--- src/rtl/imem_loader.sv ---
// Instruction-memory program loader: assembles big-endian words from a UART byte stream and writes them from @0.
// Optional IMEM_LOADER_CLEAR_EN zero-fills the whole memory before receiving.
module imem_loader #(
  parameter int          ADDR_WIDTH = 9,
  parameter logic [31:0] HALT_WORD  = 32'hFFFFFFFF
) (
  input  logic                  clk,
  input  logic                  rst_n,
  input  logic                  start,
  input  logic [7:0]            rx_data,
  input  logic                  rx_valid,
  output logic                  rx_ready,
  input  logic [31:0]           pc_addr,
  output logic [ADDR_WIDTH-1:0] mem_addr,
  output logic [31:0]           mem_wdata,
  output logic                  mem_we,
  output logic                  cpu_stall,
  output logic                  busy,
  output logic                  done,
  output logic [ADDR_WIDTH:0]   word_count,
  output logic                  overflow
);

  typedef enum logic [2:0] {
    S_IDLE,
    S_CLEAR,
    S_RECV,
    S_WRITE,
    S_DONE
  } state_t;

  state_t                r_state;
  state_t                w_state_next;
  logic [ADDR_WIDTH-1:0] r_ptr;
  logic [1:0]            r_idx;
  logic [31:0]           r_word;
  logic [ADDR_WIDTH:0]   r_count;
  logic                  r_overflow;
  logic                  w_ptr_last;
  logic                  w_unused_pc_bits;

  assign w_ptr_last       = (r_ptr == {ADDR_WIDTH{1'b1}});
  assign w_unused_pc_bits = ^{pc_addr[31:ADDR_WIDTH+2], pc_addr[1:0]};

  always_ff @(posedge clk or negedge rst_n) begin
    if (!rst_n) begin
      r_state    <= S_IDLE;
      r_ptr      <= '0;
      r_idx      <= '0;
      r_word     <= '0;
      r_count    <= '0;
      r_overflow <= 1'b0;
    end else begin
      r_state <= w_state_next;
      case (r_state)
        S_IDLE: begin
          if (start) begin
            r_ptr      <= '0;
            r_idx      <= '0;
            r_count    <= '0;
            r_overflow <= 1'b0;
          end
        end
`ifdef IMEM_LOADER_CLEAR_EN
        S_CLEAR: r_ptr <= w_ptr_last ? '0 : r_ptr + 1'b1;
`endif
        S_RECV: begin
          if (rx_valid) begin
            r_word <= {r_word[23:0], rx_data};
            r_idx  <= r_idx + 1'b1;
          end
        end
        S_WRITE: begin
          r_count <= r_count + 1'b1;
          // Pointer saturates at the top word rather than wrapping to 0.
          if (!w_ptr_last)
            r_ptr <= r_ptr + 1'b1;
          if ((r_word != HALT_WORD) && w_ptr_last)
            r_overflow <= 1'b1;
        end
        default: ;
      endcase
    end
  end

  always_comb begin
    w_state_next = r_state;
    rx_ready     = 1'b0;
    mem_we       = 1'b0;
    mem_wdata    = '0;
    mem_addr     = r_ptr;
    done         = 1'b0;
    case (r_state)
      S_IDLE: begin
        mem_addr = pc_addr[ADDR_WIDTH+1:2];
        if (start) begin
`ifdef IMEM_LOADER_CLEAR_EN
          w_state_next = S_CLEAR;
`else
          w_state_next = S_RECV;
`endif
        end
      end
`ifdef IMEM_LOADER_CLEAR_EN
      S_CLEAR: begin
        mem_we = 1'b1;
        if (w_ptr_last)
          w_state_next = S_RECV;
      end
`endif
      S_RECV: begin
        rx_ready = 1'b1;
        if (rx_valid && (r_idx == 2'd3))
          w_state_next = S_WRITE;
      end
      S_WRITE: begin
        mem_we    = 1'b1;
        mem_wdata = r_word;
        if ((r_word == HALT_WORD) || w_ptr_last)
          w_state_next = S_DONE;
        else
          w_state_next = S_RECV;
      end
      S_DONE: begin
        done         = 1'b1;
        w_state_next = S_IDLE;
      end
      default: w_state_next = S_IDLE;
    endcase
  end

  assign busy       = (r_state != S_IDLE);
  assign cpu_stall  = busy;
  assign word_count = r_count;
  assign overflow   = r_overflow;

endmodule

--- config.mk ---
export PLATFORM = sky130hd
export DESIGN_NAME = imem_loader
export DESIGN_NICKNAME = d
export VERILOG_FILES = /design/src/rtl/imem_loader.sv
export SDC_FILE = /design/constraint.sdc
export NUM_CORES = 1
export LEC_CHECK = 0
export BUFFER_PORTS_ARGS = -buffer_cell sky130_fd_sc_hd__buf_2
export CAP_MARGIN = 20
export CORE_ASPECT_RATIO = 2
export CORE_MARGIN = 8
export CORE_UTILIZATION = 45
export DETAILED_ROUTE_END_ITERATION = 7
export GPL_TIMING_DRIVEN = 0
export HOLD_SLACK_MARGIN = 0.02
export PLACE_DENSITY_LB_ADDON = 0.2
export SYNTH_ARGS = -nofsm -noshare
export SYNTH_HDL_FRONTEND = slang
export SYNTH_SLANG_ARGS = --single-unit
--- constraint.sdc ---
create_clock -name clk -period 2.6 [get_ports clk]
set_input_delay 0.52 -clock clk [delete_from_list [all_inputs] [get_ports clk]]
set_output_delay 0.52 -clock clk [all_outputs]
set_load 0.01 [all_outputs]
==> impl_summary.md <==
Global routing
The global-route wire length before repair is 10900 um. The pin count of the biggest net entering global routing is 40. The number of antenna violations at the first check in global routing is 0. Global routing used 14.8% of the available tracks across all layers. The aggregate global routing overflow is 0. The number of global-route vias before repair is 2362.

Synth
The number of instances in the synthesized netlist is 256. The top-area cell type share of the netlist area is 50.0%. Ranked by total cell area, the synthesized netlist is headed by dfrtp_1, mux2_2, and2_1. Yosys mapped a number of flops with a built-in enable equal to 0. The number of nets produced by synthesis is 304. The largest area contributor in the netlist is dfrtp_1.

During synthesis, Yosys emitted a total of 0 warnings. The post-synthesis sequential element count is 57. The most frequently used flop master after synthesis is dfrtp_1. The netlist area before placement is 2850 um2.

The number of distinct library cells after synthesis is 39. The sequential area share after synthesis is 50.0%. The proportion of synthesized flip-flops having asynchronous set or reset is 100%. After synthesis, the mean cell area works out to 11.1 um2.

Timing
The final max-slew violation count is 0. The upper clock frequency limit is 413 MHz. The headroom to the max-slew limit is 64.0%. For the finished layout, the period the worst path requires is 2.42 ns. The final critical path takes up 93.2% of the cycle.

The sum of negative setup slack is 0 ns. The hold violation count in the final report is 0. Setup violations remaining at the end of the flow were counted as 0.

Setup repair after global routing left no endpoint under its margin. The clock tree skew after final layout is 0.00615 ns. The worst-margin pin slew is 0.526 ns.

Place
After detailed placement, the total cell area comes to 3360 um2. In this run the tool buffered the top-level ports with 77 buffer cells. The sum of net half-perimeters after detailed placement is 4950 um. The placer's final routability congestion estimate is 0.758.

Cells and area
The final instance area is 3670 um2. The number of inserted filler cells in the final layout is 552. The number of nets in the layout is 393.

The share of layout cells above drive strength 1 is 43.4%. From synthesis to final layout, the design area changed by 28.7%. The antenna diode count is 0.

For this run, the share of the core covered by cells in the final layout is 59.1%.

Clock tree
The H-tree generated during clock tree synthesis spans 3 levels. The maximum buffer depth of the clock tree is 2. TritonCTS built the clock tree. Gates resized during post-CTS repair numbered 3. The number of hold-repair buffers added at the cts stage is 0. The tree built by TritonCTS fans out to 57 sinks. The source-to-sink clock delay at the later pin of the worst-skew pair is 0.32 ns.

After clock tree synthesis, the clock-pin slew on the worst setup and hold paths is 0.05 ns. Counting the buffers created by CTS gives 9. The buffer cell driving the clock tree root is clkbuf_16. Buffers added to address setup during post-CTS repair amount to 0.

Floorplanning
The initial core utilization is 45.9%. For this design the top-level I/O count stands at 101. The core footprint is 6210 um2. The overall die area is 9290 um2. The initialized floorplan defines 41 standard-cell rows. The x dimension of the die is 72.3 um.

In this run the vertical extent of the chip is 129 um.

Power and ir drop
IR analysis of the VDD net gives a maximum drop of 0.651 mV. The proportion of power drawn by combinational gates is 24.1%. The fraction of power spent switching nets is 30.5%. The switching power of the nets is 1.04 mW. The ratio of total power to cell area is 931 nW/um2.

The share of total power in sequential cells is 42.3%. The total internal power is 2.37 mW. The part of the total power dissipated in the clock network is 33.6%. The static leakage is 1.79 nW.

Worst setup path
The worst register-to-register path begins at r_ptr[0]$_DFFE_PN0P_. The highest fanout seen on the critical path is 10. The type of the worst setup path is reg -> out. At the worst endpoint, the arrival time is 1.90 ns. The launching instance or port of the critical path is r_state[2]$_DFFE_PN0P_. The startpoint kind of the worst setup timing path is a flop. The element type at the critical path end is an output pin.

The depth of the worst register-to-register path is 9. The required time at the endpoint of the critical path is 2.08 ns.

Job
The max-cap check violation count is 0.

Routing
The total routed wirelength is 6540 um. The first detailed-routing pass ran for 4 iterations. In the routed design, unresolved DRC markers number 0. The average vias per placed instance is 5.08. Summing over every cut layer, the via total after detailed routing is 2214.

The initial detailed-routing violation count is 106. The average detailed-routed wire length per instance is 15.0 um. The number of nets with antenna violations after routing is 0.

Status
The run finished with clean final reports.

Worst hold path
The path class of the tightest hold or removal check is in -> async.
==> worst paths after layout <==
kind | end | slack [ns]
max | mem_addr[6] | 0.18
min | word_count[5]$_DFFE_PN0P_ | 0.15
max reg2reg | r_ptr[4]$_DFFE_PN0P_ | 0.36
min reg2reg | word_count[9]$_DFFE_PN0P_ | 0.48
max in group asynchronous | r_word[7]$_DFFE_PN0P_ | 1.89
min in group clk | r_word[1]$_DFFE_PN0P_ | 0.44
==> flip-flops by register name (all words and copies together) (netlist names) <==
name,count
overflow,1
r_idx,2
r_ptr,9
r_state,3
r_word,32
word_count,10
==> critical path, stage by stage, from the launching register on <==
cell and delay, ns:
dfrtp_1 0.36, clkbuf_1 0.18, nor3_1 0.23, clkbuf_2 0.31
mux2_2 0.37, buf_2 0.14
==> cell type report <==
cell class,count,area (um2),share of cell area (%)
Tap cell,86,108,2.93
Timing Repair Buffer,79,410,11.2
Sequential cell,57,1430,38.9
Clock buffer,11,243,6.62
Buffer,15,83.8,2.29
Clock inverter,5,55.1,1.50
Inverter,4,15.0,0.409
Multi-Input combinational cell,179,1330,36.2
==> placed cells by master (no fill, tap or decap), types with 6 or more instances in the layout <==
cell       instances
clkbuf_2           6
buf_2             79
clkbuf_16          9
mux2_2            42
nand3_1           13
o21ai_0            8
nand4_1           10
nor2_1            10
dfrtp_1           57
and2_1            33
nand2_1           18
clkbuf_1           6
==> cells by family (layout without fill, tap and decap cells) <==
kind of cell,count (synthesis),in the layout,share of synthesized area [%]
AND/OR/NAND/NOR,102,102,19.9
flip-flops,57,57,50.0
multiplexers,47,47,18.3
AO/OA/AOI/OAI,22,22,5.35
buffers and inverters,20,114,3.42
adder cells (fa/ha/maj),4,4,1.76
XOR/XNOR,4,4,1.23
==> stage by stage <==
| stage | total power, mW | setup WS (ns) | std cells | hold WS, ns |
|---|---|---|---|---|
| after floorplan | 1.95 | 0.567 | 256 | 0.224 |
| after global placement | 2.24 | 0.238 | 419 | 0.461 |
| after detailed placement | 2.29 | 0.211 | 420 | 0.474 |
| after CTS | 3.46 | 0.109 | 435 | 0.157 |
| after global routing | 3.63 | 0.0376 | 436 | 0.176 |
| final | 3.41 | 0.176 | 436 | 0.147 |
==> layer usage <==
layer  vias to the layer above  track usage (%)  part of all wire (%)
li1                       1092                -                     -
met1                      1058             17.4                    43
met2                        57             24.0                    49
met3                         7             4.91                   6.3
met4                         0             6.18                   1.1
met5                         -                0                     0
==> synth_stat cells (2+ instances only) <==
library cell	n
buf_6	2
o21ai_0	8
nand2_1	18
and2_1	33
clkbuf_1	10
a22o_2	2
nand3_1	13
a21oi_1	2
or4_1	3
nand3b_1	2
dfrtp_1	57
nor3_1	2
o211ai_1	2
and3_1	3
inv_1	4
mux2i_1	5
nand4_1	10
nor4_1	3
xnor2_1	3
buf_2	2
nor2_1	10
ha_1	4
mux2_2	42
==> power by group through the flow <==
stage	sequential [mW]	combinational, mW	clock [mW]
after CTS	1.45	0.839	1.18
after global placement	1.44	0.802	0
after floorplan	1.39	0.562	0
after detailed placement	1.46	0.834	0
final	1.45	0.822	1.15
after global routing	1.49	0.922	1.22
Power figures use the tool's default switching activity.
